**src/rtl/trap_pkg.sv**
```systemverilog
// Shared constants and types for the machine-mode trap controller:
// CSR addresses, register bit positions, cause codes and FSM states.
package trap_pkg;

  localparam logic [11:0] CSR_MSTATUS = 12'h300;
  localparam logic [11:0] CSR_MIE     = 12'h304;
  localparam logic [11:0] CSR_MTVEC   = 12'h305;
  localparam logic [11:0] CSR_MEPC    = 12'h341;
  localparam logic [11:0] CSR_MCAUSE  = 12'h342;
  localparam logic [11:0] CSR_MIP     = 12'h344;

  localparam int MSTATUS_MIE  = 3;
  localparam int MSTATUS_MPIE = 7;
  localparam int MIE_MTIE     = 7;
  localparam int MIE_MEIE     = 11;

  // MPP is hardwired to machine mode, so these bits always read as 1.
  localparam logic [31:0] MSTATUS_FIXED = 32'h0000_1800;

  localparam logic [31:0] MCAUSE_MEI = 32'h8000_000B;
  localparam logic [31:0] MCAUSE_MTI = 32'h8000_0007;

  typedef enum logic {
    RUN   = 1'b0,
    SLEEP = 1'b1
  } state_e;

endpackage

```
**src/rtl/trap_ctrl_if.sv**
```systemverilog
// Commit-point interface between the pipeline (master) and the trap
// controller (slave): instruction flags, CSR access, interrupts, redirect.
interface trap_ctrl_if;

  logic        inst_valid;
  logic [31:0] inst_pc;
  logic        is_wfi;
  logic        is_mret;
  logic        csr_we;
  logic [11:0] csr_idx;
  logic [31:0] csr_wdata;
  logic [31:0] csr_rdata;
  logic        stall_in;
  logic        irq_ext;
  logic        irq_timer;
  logic        redirect_valid;
  logic [31:0] redirect_pc;
  logic        wfi_stall;

  modport master (
    output inst_valid, inst_pc, is_wfi, is_mret, csr_we, csr_idx, csr_wdata,
    output stall_in, irq_ext, irq_timer,
    input  csr_rdata, redirect_valid, redirect_pc, wfi_stall
  );

  modport slave (
    input  inst_valid, inst_pc, is_wfi, is_mret, csr_we, csr_idx, csr_wdata,
    input  stall_in, irq_ext, irq_timer,
    output csr_rdata, redirect_valid, redirect_pc, wfi_stall
  );

endinterface

```
**src/rtl/trap_csr_regs.sv**
```systemverilog
// Machine-mode CSR storage: masked writes, trap-entry and MRET updates of
// mstatus/mepc/mcause, and the combinational CSR read mux.
module trap_csr_regs
  import trap_pkg::*;
#(
  parameter logic [31:0] MTVEC_RESET = 32'h0000_0000
) (
  input  logic        clk,
  input  logic        rst_n,
  input  logic        csr_we_i,
  input  logic [11:0] csr_idx_i,
  input  logic [31:0] csr_wdata_i,
  input  logic        irq_ext_i,
  input  logic        irq_timer_i,
  input  logic        trap_i,
  input  logic [31:0] trap_epc_i,
  input  logic [31:0] trap_cause_i,
  input  logic        mret_i,
  output logic [31:0] csr_rdata_o,
  output logic        mstatus_mie_o,
  output logic        mie_meie_o,
  output logic        mie_mtie_o,
  output logic [31:0] mtvec_o,
  output logic [31:0] mepc_o
);

  logic        mstatus_mie_q,  mstatus_mie_d;
  logic        mstatus_mpie_q, mstatus_mpie_d;
  logic        mie_meie_q,     mie_meie_d;
  logic        mie_mtie_q,     mie_mtie_d;
  logic [31:0] mtvec_q,        mtvec_d;
  logic [31:0] mepc_q,         mepc_d;
  logic [31:0] mcause_q,       mcause_d;

  // NOTE: every signal assigned in always_comb gets a default first so no latch is inferred.
  always_comb begin
    mstatus_mie_d  = mstatus_mie_q;
    mstatus_mpie_d = mstatus_mpie_q;
    mie_meie_d     = mie_meie_q;
    mie_mtie_d     = mie_mtie_q;
    mtvec_d        = mtvec_q;
    mepc_d         = mepc_q;
    mcause_d       = mcause_q;
    if (trap_i) begin
      mepc_d         = trap_epc_i;
      mcause_d       = trap_cause_i;
      mstatus_mpie_d = mstatus_mie_q;
      mstatus_mie_d  = 1'b0;
    end else if (mret_i) begin
      mstatus_mie_d  = mstatus_mpie_q;
      mstatus_mpie_d = 1'b1;
    end else if (csr_we_i) begin
      case (csr_idx_i)
        CSR_MSTATUS: begin
          mstatus_mie_d  = csr_wdata_i[MSTATUS_MIE];
          mstatus_mpie_d = csr_wdata_i[MSTATUS_MPIE];
        end
        CSR_MIE: begin
          mie_meie_d = csr_wdata_i[MIE_MEIE];
          mie_mtie_d = csr_wdata_i[MIE_MTIE];
        end
        CSR_MTVEC:  mtvec_d  = {csr_wdata_i[31:2], 2'b00};
        CSR_MEPC:   mepc_d   = {csr_wdata_i[31:2], 2'b00};
        CSR_MCAUSE: mcause_d = csr_wdata_i;
        default: ;
      endcase
    end
  end

  // NOTE: sequential state uses non-blocking assignments only, so every register samples pre-edge values.
  always_ff @(posedge clk or negedge rst_n) begin
    if (!rst_n) begin
      mstatus_mie_q  <= 1'b0;
      mstatus_mpie_q <= 1'b0;
      mie_meie_q     <= 1'b0;
      mie_mtie_q     <= 1'b0;
      mtvec_q        <= {MTVEC_RESET[31:2], 2'b00};
      mepc_q         <= '0;
      mcause_q       <= '0;
    end else begin
      mstatus_mie_q  <= mstatus_mie_d;
      mstatus_mpie_q <= mstatus_mpie_d;
      mie_meie_q     <= mie_meie_d;
      mie_mtie_q     <= mie_mtie_d;
      mtvec_q        <= mtvec_d;
      mepc_q         <= mepc_d;
      mcause_q       <= mcause_d;
    end
  end

  always_comb begin
    csr_rdata_o = '0;
    case (csr_idx_i)
      CSR_MSTATUS: begin
        csr_rdata_o               = MSTATUS_FIXED;
        csr_rdata_o[MSTATUS_MIE]  = mstatus_mie_q;
        csr_rdata_o[MSTATUS_MPIE] = mstatus_mpie_q;
      end
      CSR_MIE: begin
        csr_rdata_o[MIE_MEIE] = mie_meie_q;
        csr_rdata_o[MIE_MTIE] = mie_mtie_q;
      end
      CSR_MTVEC:  csr_rdata_o = mtvec_q;
      CSR_MEPC:   csr_rdata_o = mepc_q;
      CSR_MCAUSE: csr_rdata_o = mcause_q;
      CSR_MIP: begin
        csr_rdata_o[MIE_MEIE] = irq_ext_i;
        csr_rdata_o[MIE_MTIE] = irq_timer_i;
      end
      default: ;
    endcase
  end

  assign mstatus_mie_o = mstatus_mie_q;
  assign mie_meie_o    = mie_meie_q;
  assign mie_mtie_o    = mie_mtie_q;
  assign mtvec_o       = mtvec_q;
  assign mepc_o        = mepc_q;

endmodule

```
**src/rtl/trap_ctrl.sv**
```systemverilog
// Commit-point trap controller: RUN/SLEEP FSM, trap/MRET/WFI/CSR priority
// and the registered one-cycle PC redirect pulse.
module trap_ctrl
  import trap_pkg::*;
#(
  parameter logic [31:0] MTVEC_RESET = 32'h0000_0000
) (
  input logic        clk,
  input logic        rst_n,
  trap_ctrl_if.slave bus
);

  state_e      state_q, state_d;
  logic [31:0] wfi_pc_q, wfi_pc_d;
  logic        redirect_valid_q, redirect_valid_d;
  logic [31:0] redirect_pc_q, redirect_pc_d;

  logic        mstatus_mie, mie_meie, mie_mtie;
  logic [31:0] mtvec, mepc;
  logic        pend_ext, pend_tmr, pend, accept;
  logic        trap_fire, mret_fire, wfi_fire, csr_wr;
  logic [31:0] trap_epc, trap_cause;
  logic        wfi_stall;

  assign pend_ext   = mie_meie & bus.irq_ext;
  assign pend_tmr   = mie_mtie & bus.irq_timer;
  assign pend       = pend_ext | pend_tmr;
  assign trap_cause = pend_ext ? MCAUSE_MEI : MCAUSE_MTI;
  // Anything presented alongside a redirect pulse is a flushed younger instruction.
  assign accept     = bus.inst_valid & ~bus.stall_in & ~redirect_valid_q;

  always_ff @(posedge clk or negedge rst_n) begin
    if (!rst_n) begin
      state_q          <= RUN;
      wfi_pc_q         <= '0;
      redirect_valid_q <= 1'b0;
      redirect_pc_q    <= '0;
    end else begin
      state_q          <= state_d;
      wfi_pc_q         <= wfi_pc_d;
      redirect_valid_q <= redirect_valid_d;
      redirect_pc_q    <= redirect_pc_d;
    end
  end

  // Sleep ends on any enabled pending interrupt, whether or not MIE allows a trap.
  always_comb begin
    state_d          = state_q;
    wfi_pc_d         = wfi_pc_q;
    redirect_valid_d = trap_fire | mret_fire;
    redirect_pc_d    = redirect_pc_q;
    unique case (state_q)
      RUN: begin
        if (wfi_fire) begin
          state_d  = SLEEP;
          wfi_pc_d = bus.inst_pc + 32'd4;
        end
      end
      SLEEP: if (pend) state_d = RUN;
      default: state_d = RUN;
    endcase
    if (trap_fire)      redirect_pc_d = mtvec;
    else if (mret_fire) redirect_pc_d = mepc;
  end

  always_comb begin
    trap_fire = 1'b0;
    mret_fire = 1'b0;
    wfi_fire  = 1'b0;
    csr_wr    = 1'b0;
    trap_epc  = bus.inst_pc;
    wfi_stall = 1'b0;
    unique case (state_q)
      RUN: begin
        if (accept) begin
          if (mstatus_mie & pend) trap_fire = 1'b1;
          else if (bus.is_mret)   mret_fire = 1'b1;
          else if (bus.is_wfi)    wfi_fire  = 1'b1;
          else if (bus.csr_we)    csr_wr    = 1'b1;
        end
      end
      SLEEP: begin
        wfi_stall = 1'b1;
        if (pend & mstatus_mie) begin
          trap_fire = 1'b1;
          trap_epc  = wfi_pc_q;
        end
      end
      default: ;
    endcase
  end

  trap_csr_regs #(
    .MTVEC_RESET (MTVEC_RESET)
  ) u_csr_regs (
    .clk           (clk),
    .rst_n         (rst_n),
    .csr_we_i      (csr_wr),
    .csr_idx_i     (bus.csr_idx),
    .csr_wdata_i   (bus.csr_wdata),
    .irq_ext_i     (bus.irq_ext),
    .irq_timer_i   (bus.irq_timer),
    .trap_i        (trap_fire),
    .trap_epc_i    (trap_epc),
    .trap_cause_i  (trap_cause),
    .mret_i        (mret_fire),
    .csr_rdata_o   (bus.csr_rdata),
    .mstatus_mie_o (mstatus_mie),
    .mie_meie_o    (mie_meie),
    .mie_mtie_o    (mie_mtie),
    .mtvec_o       (mtvec),
    .mepc_o        (mepc)
  );

  assign bus.redirect_valid = redirect_valid_q;
  assign bus.redirect_pc    = redirect_pc_q;
  assign bus.wfi_stall      = wfi_stall;

endmodule

```
**src/flat_wrapper.sv**
```systemverilog
// flat-port wrapper written by rule: the top's interface ports become plain ports
module trap_ctrl_flat import trap_pkg::*;
#(
  parameter logic [31:0] MTVEC_RESET = 32'h0000_0000
)
  (clk, rst_n, bus_inst_valid, bus_inst_pc, bus_is_wfi, bus_is_mret, bus_csr_we, bus_csr_idx, bus_csr_wdata, bus_stall_in, bus_irq_ext, bus_irq_timer, bus_csr_rdata, bus_redirect_valid, bus_redirect_pc, bus_wfi_stall);
  trap_ctrl_if bus_i ();
  input logic clk;
  input logic rst_n;
  input wire logic [$bits(bus_i.inst_valid)-1:0] bus_inst_valid;
  input wire logic [$bits(bus_i.inst_pc)-1:0] bus_inst_pc;
  input wire logic [$bits(bus_i.is_wfi)-1:0] bus_is_wfi;
  input wire logic [$bits(bus_i.is_mret)-1:0] bus_is_mret;
  input wire logic [$bits(bus_i.csr_we)-1:0] bus_csr_we;
  input wire logic [$bits(bus_i.csr_idx)-1:0] bus_csr_idx;
  input wire logic [$bits(bus_i.csr_wdata)-1:0] bus_csr_wdata;
  input wire logic [$bits(bus_i.stall_in)-1:0] bus_stall_in;
  input wire logic [$bits(bus_i.irq_ext)-1:0] bus_irq_ext;
  input wire logic [$bits(bus_i.irq_timer)-1:0] bus_irq_timer;
  output wire logic [$bits(bus_i.csr_rdata)-1:0] bus_csr_rdata;
  output wire logic [$bits(bus_i.redirect_valid)-1:0] bus_redirect_valid;
  output wire logic [$bits(bus_i.redirect_pc)-1:0] bus_redirect_pc;
  output wire logic [$bits(bus_i.wfi_stall)-1:0] bus_wfi_stall;
  assign bus_i.inst_valid = bus_inst_valid;
  assign bus_i.inst_pc = bus_inst_pc;
  assign bus_i.is_wfi = bus_is_wfi;
  assign bus_i.is_mret = bus_is_mret;
  assign bus_i.csr_we = bus_csr_we;
  assign bus_i.csr_idx = bus_csr_idx;
  assign bus_i.csr_wdata = bus_csr_wdata;
  assign bus_i.stall_in = bus_stall_in;
  assign bus_i.irq_ext = bus_irq_ext;
  assign bus_i.irq_timer = bus_irq_timer;
  assign bus_csr_rdata = bus_i.csr_rdata;
  assign bus_redirect_valid = bus_i.redirect_valid;
  assign bus_redirect_pc = bus_i.redirect_pc;
  assign bus_wfi_stall = bus_i.wfi_stall;
  trap_ctrl #(.MTVEC_RESET(MTVEC_RESET)) u_core (.clk(clk), .rst_n(rst_n), .bus(bus_i));
endmodule
```
**config.mk**
```make
export PLATFORM = sky130hd
export DESIGN_NAME = trap_ctrl_flat
export DESIGN_NICKNAME = d
export VERILOG_FILES = /design/src/rtl/trap_pkg.sv /design/src/rtl/trap_ctrl_if.sv /design/src/rtl/trap_csr_regs.sv /design/src/rtl/trap_ctrl.sv /design/src/flat_wrapper.sv
export SDC_FILE = /design/constraint.sdc
export NUM_CORES = 1
export LEC_CHECK = 0
export CAP_MARGIN = 0
export CORE_MARGIN = 3
export CORE_UTILIZATION = 45
export DETAILED_ROUTE_END_ITERATION = 10
export HOLD_SLACK_MARGIN = 0.08
export PLACE_DENSITY = 0.78
export SETUP_SLACK_MARGIN = 0.05
export SKIP_CTS_REPAIR_TIMING = 1
export SLEW_MARGIN = 5
export SYNTH_ARGS = -nofsm -noshare
export SYNTH_HDL_FRONTEND = slang
export SYNTH_SLANG_ARGS = --single-unit
```
**constraint.sdc**
```tcl
create_clock -name clk -period 4.1 [get_ports clk]
set_clock_uncertainty 0.05 [all_clocks]
set_input_delay 1.025 -clock clk [delete_from_list [all_inputs] [get_ports clk]]
set_output_delay 1.025 -clock clk [all_outputs]
set_load 0.02 [all_outputs]
```
# After elaboration in Yosys (flattened, before gate mapping)

Index checks and enable logic that the tools add are counted.

Add/subtract/negate cells: 1
Equal/unequal tests: 7
Mux-type cells: 48
Bitwise operators: 12
Reductions and logical operators: 12

Operator list:

| operator                                                                 | count |
|---|---|
| 32-bit two-way mux                                                       | 12 |
| 20-bit case mux with 4 select lines                                      | 1 |
| 12-bit by 10-bit equality test with 1-bit output (second input constant) | 6 |
| 32-bit by 3-bit adder with 32-bit output (second input constant)         | 1 |
| 1-bit two-way mux                                                        | 28 |
| 7-bit case mux with 4 select lines                                       | 1 |
| 1-bit case mux with 6 select lines                                       | 2 |
| 3-bit case mux with 3 select lines                                       | 1 |
| 4-bit AND reduction                                                      | 2 |
| 2-bit nonzero test                                                       | 4 |
| 3-bit AND reduction                                                      | 2 |
| 3-bit nonzero test                                                       | 2 |
| 1-bit bitwise AND                                                        | 5 |
| 1-bit inverter                                                           | 5 |
| 4-bit two-way mux                                                        | 1 |
| 1-bit case mux with 2 select lines                                       | 2 |
| 2-bit AND reduction                                                      | 2 |
| 2-bit by 1-bit != test with 1-bit output (second input constant)         | 1 |
| 1-bit OR                                                                 | 2 |

Register bits: 164
Input bits: 85
Output and inout bits: 66
Logic and storage cells: 91

# Logic depth before layout (Yosys ltp)

Depth after elaboration: 9
Depth in mapped cells: 8
Mapped depth without buffers: 6

# Hierarchy

From an unflattened synthesis, not the netlist that was laid out.

Cells, all modules: 832
Area, all modules: 8730.9 sq um

Modules (own cells, without submodules):

| module        | instances | cells an instance | area an instance (sq um) | seq. area each (sq um) |
|---|---|---|---|---|
| trap_csr_regs | 1         | 451               | 5153.7                   | 2452.4 |
| trap_ctrl     | 1         | 381               | 3577.2                   | 1651.6 |

# Worst setup path after synthesis

No wires, ideal clock.

Kind: in2out
Start point: in bus_csr_idx[5]
End point: out bus_csr_rdata[22]
Arrival time: 2.712 ns
Data required time: 3.025 ns
Setup slack: 0.313 ns
Stages: 7
Buffers on the path: 3
Path through: or3_1 > buf_2 > or3b_4 > nor3_2 > buf_2 > buf_4 > a221o_1

Cells in the longest elaborated chain, start to end: 2
Elaborated cells on any way between the ends: 5
Those cells by class: eq/ne: 4; mux: 1

Ends and longest elaborated chain:

| what                                             | RTL line            | RTL |
|---|---|---|
| start: declaration                               | flat_wrapper.sv:15  | `input wire logic [$bits(bus_i.csr_idx)-1:0] bus_csr_idx;` |
| 12-bit by 10-bit equality test with 1-bit output | trap_csr_regs.sv:93 | `case (csr_idx_i)` |
| 20-bit case mux with 4 select lines (*)          | trap_csr_regs.sv:93 |  |
| end: declaration                                 | flat_wrapper.sv:20  | `output wire logic [$bits(bus_i.csr_rdata)-1:0] bus_csr_rdata;` |

Every way passes the cells marked *; elsewhere a longest branch is shown, timed or not.

# Final worst setup path

Start point: in bus_csr_idx[8]
End point: out bus_csr_rdata[10]

Cells in the longest elaborated chain, start to end: 2
Elaborated cells on any way between the ends: 4
Those cells by class: eq/ne: 3; mux: 1

Ends and longest elaborated chain:

| what                                             | RTL line |
|---|---|
| 12-bit by 10-bit equality test with 1-bit output | trap_csr_regs.sv:93 |
| 3-bit case mux with 3 select lines (*)           | trap_csr_regs.sv:93 |

Marked as above.

==> report_table.html <==
<table>
<tr><th>Metric</th><th>Value</th></tr>
<tr><th colspan="2">Status</th></tr>
<tr><td>Outcome</td><td>finished clean</td></tr>
<tr><th colspan="2">Floorplan</th></tr>
<tr><td>I/O pin total</td><td>approximately 150</td></tr>
<tr><td>Width of the die</td><td>about 140 um</td></tr>
<tr><td>Starting Density</td><td>a little under half</td></tr>
<tr><td>Height of the die</td><td>142 um</td></tr>
<tr><td>Standard-cell row count</td><td>49</td></tr>
<tr><td>Core outline area</td><td>between 0.015 and 0.02 mm2</td></tr>
<tr><td>Die area</td><td>a little over 0.02 mm2</td></tr>
<tr><th colspan="2">Power</th></tr>
<tr><td>Share of power burned in combinational logic</td><td>under 10%</td></tr>
<tr><td>Power Dens Cells</td><td>about 320 mW/mm2</td></tr>
<tr><td>Proportion of total power due to net switching</td><td>23.0%</td></tr>
<tr><td>Relative contribution of sequential cells to total power</td><td>between 40% and 50%</td></tr>
<tr><td>Reported net switching power</td><td>just over 0.8 mW</td></tr>
<tr><td>P_int</td><td>about 2.8 mW</td></tr>
<tr><td>Clock network power share</td><td>47.5%</td></tr>
<tr><td>Power, Total</td><td>3.61 mW</td></tr>
<tr><td>Leakage component of the power</td><td>about 5.3 nW</td></tr>
<tr><td>Worst voltage drop across the vdd grid</td><td>286 uV</td></tr>
<tr><th colspan="2">Setup path</th></tr>
<tr><td>Biggest fanout along the worst timing path</td><td>7</td></tr>
<tr><td>Startpoint of the worst-slack reg-to-reg timing path</td><td>u_core.state_q$_DFF_PN0_</td></tr>
<tr><td>Delay contributed by the slowest stage of the critical path</td><td>0.49 ns</td></tr>
<tr><td>Kind of start point of the critical path</td><td>input pin</td></tr>
<tr><td>Worst path required time</td><td>3.02 ns</td></tr>
<tr><td>Endpoint kind of the worst setup timing path</td><td>output pin</td></tr>
<tr><td>Worst R2R Setup Slack</td><td>about 1.6 ns</td></tr>
<tr><td>Crit path cell chain</td><td>clkdlybuf4s50_1 -&gt; nand4bb_1 -&gt; buf_6 -&gt; buf_4 -&gt; nor4_4 -&gt; buf_4 -&gt; buf_2 -&gt; a221o_1 -&gt; buf_6</td></tr>
<tr><td>Destination of the worst register-to-register timing path</td><td>u_core.u_csr_regs.mtvec_o[16]$_DFFE_PN0P_</td></tr>
<tr><td>Cell with the biggest individual delay on the critical path</td><td>clkdlybuf4s50_1</td></tr>
<tr><td>Total buffers and inverters traversed by the critical path</td><td>6</td></tr>
<tr><td>Kind of cell adding the most delay to the critical path</td><td>buffers and inverters</td></tr>
<tr><td>Depth of the worst register-to-register path</td><td>5</td></tr>
<tr><td>Depth of the critical timing path with buffers and inverters included</td><td>9</td></tr>
<tr><td>Start-to-end type of the worst setup path</td><td>in2out</td></tr>
<tr><td>Crit path arrival time</td><td>2.95 ns</td></tr>
<tr><th colspan="2">GRT</th></tr>
<tr><td>Vias in the first global route</td><td>about 7700</td></tr>
<tr><td>Total overflow reported by the global router</td><td>0</td></tr>
<tr><td>Wire length of the first global-routing pass</td><td>between 40000 and 50000 um</td></tr>
<tr><td>Maximum number of pins on one net before global-route repair</td><td>a little over 80</td></tr>
<tr><td>Antenna violations before repair</td><td>0</td></tr>
<tr><td>Total track usage</td><td>between 20% and 30%</td></tr>
<tr><th colspan="2">Clock network</th></tr>
<tr><td>H-tree depth</td><td>4</td></tr>
<tr><td>TritonCTS clock tree</td><td>yes</td></tr>
<tr><td>Clock network latency to the later pin of the worst-skew pair</td><td>0.43 ns</td></tr>
<tr><td>Clk sinks</td><td>between 150 and 200</td></tr>
<tr><td>Clock-pin slew of the registers on the worst-case setup and hold paths</td><td>0.07 ns</td></tr>
<tr><td>Root buffer cell</td><td>clkbuf_16</td></tr>
<tr><td>Maximum count of clock buffers along a single path</td><td>2</td></tr>
<tr><td>Num CTS Buffers</td><td>17</td></tr>
<tr><th colspan="2">Yosys</th></tr>
<tr><td>FF+latch count, synth</td><td>around 160</td></tr>
<tr><td>Number of nets in the synthesized netlist</td><td>approximately 980</td></tr>
<tr><td>Synth async-reset ratio</td><td>100%</td></tr>
<tr><td>Cell types with the largest area share after synthesis</td><td>dfrtp_1, nand2_1, mux2_1</td></tr>
<tr><td>Count leader, synth</td><td>nand2_1</td></tr>
<tr><td>Top flip-flop cell by instance count after synthesis</td><td>dfrtp_1</td></tr>
<tr><td>Count of warnings emitted by yosys</td><td>0</td></tr>
<tr><td>Yosys top cell area share</td><td>between 40 and 50%</td></tr>
<tr><td>Average footprint of a synthesized cell</td><td>9.41 um2</td></tr>
<tr><td>Post-Syn Instances</td><td>891</td></tr>
<tr><td>Cell area after synthesis</td><td>approximately 0.0084 mm2</td></tr>
<tr><td>Post-synthesis cell type count</td><td>about 50</td></tr>
<tr><td>Proportion of synthesized chip area in sequential cells</td><td>49.0%</td></tr>
<tr><td>Most frequent cells after synthesis</td><td>nand2_1, dfrtp_1, clkbuf_1, nor2_1</td></tr>
<tr><td>Library cell with the largest summed area after synthesis</td><td>dfrtp_1</td></tr>
<tr><td>Count of flip-flops with a built-in enable after synthesis</td><td>0</td></tr>
<tr><th colspan="2">Place</th></tr>
<tr><td>Global placer's final weighted congestion</td><td>roughly 0.88</td></tr>
<tr><td>Worst setup timing slack at the placement stage</td><td>-0.487 ns</td></tr>
<tr><td>Count of buffers from port buffering</td><td>150</td></tr>
<tr><td>Detailed placer's ending HPWL</td><td>~18000 um</td></tr>
<tr><th colspan="2">STA</th></tr>
<tr><td>Max Slew Vio Count</td><td>0</td></tr>
<tr><td>Final clock period utilization by the worst path</td><td>98.1%</td></tr>
<tr><td>Tmin final</td><td>between 4 and 5 ns</td></tr>
<tr><td>Unrepaired setup endpoints after global routing</td><td>false</td></tr>
<tr><td>Maximum achievable frequency</td><td>between 0.2 and 0.25 GHz</td></tr>
<tr><td>Rel. slew slack</td><td>41.6%</td></tr>
<tr><td>Setup violations, final</td><td>0</td></tr>
<tr><td>Final Hold Violating Endpoints</td><td>0</td></tr>
<tr><td>Final setup margin</td><td>slightly below 0.08 ns</td></tr>
<tr><td>Worst slew pin tran</td><td>0.874 ns</td></tr>
<tr><th colspan="2">Final layout</th></tr>
<tr><td>Layout cell share with drive strength beyond 1</td><td>roughly 13%</td></tr>
<tr><td>Post-layout util</td><td>about three fifths</td></tr>
<tr><td>Relative area change from synthesis to final layout</td><td>32.8%</td></tr>
<tr><td>Antenna diode count</td><td>0</td></tr>
<tr><td>Final-stage net count</td><td>~1100</td></tr>
<tr><th colspan="2">Routing</th></tr>
<tr><td>First-pass iteration count of the detailed router</td><td>5</td></tr>
<tr><td>DRC Markers</td><td>0</td></tr>
<tr><td>DRT Wirelength</td><td>roughly 27000 um</td></tr>
<tr><td>Vias per inst</td><td>6.03</td></tr>
<tr><td>Routed via count</td><td>a little under 8000</td></tr>
<tr><td>Number of DRC markers after the initial detailed-route iteration</td><td>approximately 750</td></tr>
<tr><td>Antenna Nets Post-Route</td><td>0</td></tr>
<tr><td>Average routed wire per standard cell</td><td>~21 um</td></tr>
<tr><th colspan="2">Worst hold path</th></tr>
<tr><td>Launch point of the worst hold path</td><td>u_core.wfi_pc_q[0]$_DFFE_PN0P_</td></tr>
<tr><td>Hold WC Path Type</td><td>reg2reg</td></tr>
<tr><td>Count of cells along the worst hold path</td><td>2</td></tr>
<tr><td>Worst hold endpoint</td><td>u_core.wfi_pc_q[0]$_DFFE_PN0P_</td></tr>
<tr><th colspan="2">Job</th></tr>
<tr><td># Max-Cap Violations</td><td>0</td></tr>
</table>
-- sequential cells by signal (all words and copies together), names as in the netlist --
| name | count |
|---|---|
| u_core.u_csr_regs.mie_meie_o | 1 |
| u_core.u_csr_regs.mepc_o | 32 |
| u_core.state_q | 1 |
| u_core.u_csr_regs.mie_mtie_o | 1 |
| u_core.u_csr_regs.mtvec_o | 30 |
| u_core.wfi_pc_q | 32 |
| u_core.u_csr_regs.mstatus_mie_o | 1 |
| u_core.bus.redirect_valid | 1 |
| u_core.bus.redirect_pc | 32 |
| u_core.u_csr_regs.mstatus_mpie_q | 1 |
| u_core.u_csr_regs.mcause_q | 32 |
-- worst max-delay path by stage --
stage,startpoint,endpoint,slack [ns]
after floorplan,bus_csr_idx[5],bus_csr_rdata[22],0.31
after global placement,bus_csr_idx[5],bus_csr_rdata[20],-0.43
after detailed placement,bus_csr_idx[5],bus_csr_rdata[14],-0.49
after CTS,bus_csr_idx[4],bus_csr_rdata[14],-0.49
after global routing,bus_csr_idx[8],bus_csr_rdata[2],0.04
final,bus_csr_idx[8],bus_csr_rdata[10],0.08
-- kinds of logic (layout without fill, tap and decap cells) --
family          after synthesis  in the layout  share of synthesized area, %
compound gates              231            231                          19.7
xor+xnor                     28             28                          2.93
fa+ha+maj                     1              1                         0.149
buf+inv                      74            252                          3.72
flops                       164            164                          49.0
mux                          41             41                          5.39
simple gates                352            352                          19.1
-- cell usage in the layout, fill, tap and decap left out, types with 11 or more instances in the layout --
| master | instances |
|---|---|
| o22ai_1 | 30 |
| nand2_1 | 207 |
| dlymetal6s2s_1 | 12 |
| nor2_1 | 41 |
| nor4_1 | 11 |
| buf_4 | 61 |
| a221o_1 | 29 |
| buf_6 | 11 |
| clkbuf_16 | 18 |
| and3_1 | 34 |
| dfrtp_1 | 164 |
| nand3_1 | 18 |
| a22oi_1 | 30 |
| mux2_1 | 30 |
| o22a_1 | 30 |
| a21oi_1 | 32 |
| o21ai_0 | 34 |
| xnor2_1 | 22 |
| clkdlybuf4s50_1 | 111 |
| o31ai_1 | 30 |
-- per-layer routing --
metal	global-route usage, %	part of all wire [%]	up-vias
met5	0	0	-
met2	41.7	47	372
met3	4.33	7.6	42
met1	36.5	43	3844
li1	-	-	3570
met4	10.8	2.3	0
-- power groups by stage --
stage	sequential [mW]	combinational, mW	clock [mW]
6_report	1.63	0.266	1.71
5_1_grt	1.63	0.287	1.81
4_1_cts	1.63	0.263	1.73
3_5_place_dp	1.66	0.261	0
3_3_place_gp	1.66	0.257	0
2_1_floorplan	1.66	0.0799	0
-- stage by stage --
stage | hold slack, ns | TNS [ns] | instances | cell area [um2]
after CTS | 0.430 | -14.20 | 1287 | 11000
after floorplan | 0.395 | 0 | 891 | 8380
after detailed placement | 0.414 | -14.13 | 1255 | 10400
after global placement | 0.405 | -12.69 | 1255 | 10400
final | 0.433 | 0 | 1298 | 11100
after global routing | 0.460 | 0 | 1298 | 11100
-- worst register-to-register path: stages (launching register included) --
cell      delay [ns]
dfrtp_1         0.38
or4b_1          0.57
a211oi_2        0.41
and2_2          0.42
buf_12          0.23
mux2_1          0.35
-- area by class of cell --
cell class                      count  area, um2
Inverter                            6       22.5
Timing Repair Buffer              214       2060
Fill cell                        1501       7020
Tap cell                          229        287
Sequential cell                   164       4100
Multi-Input combinational cell    653       4030
Clock inverter                     15        203
Clock buffer                       17        425
Power figures use the tool's default switching activity.
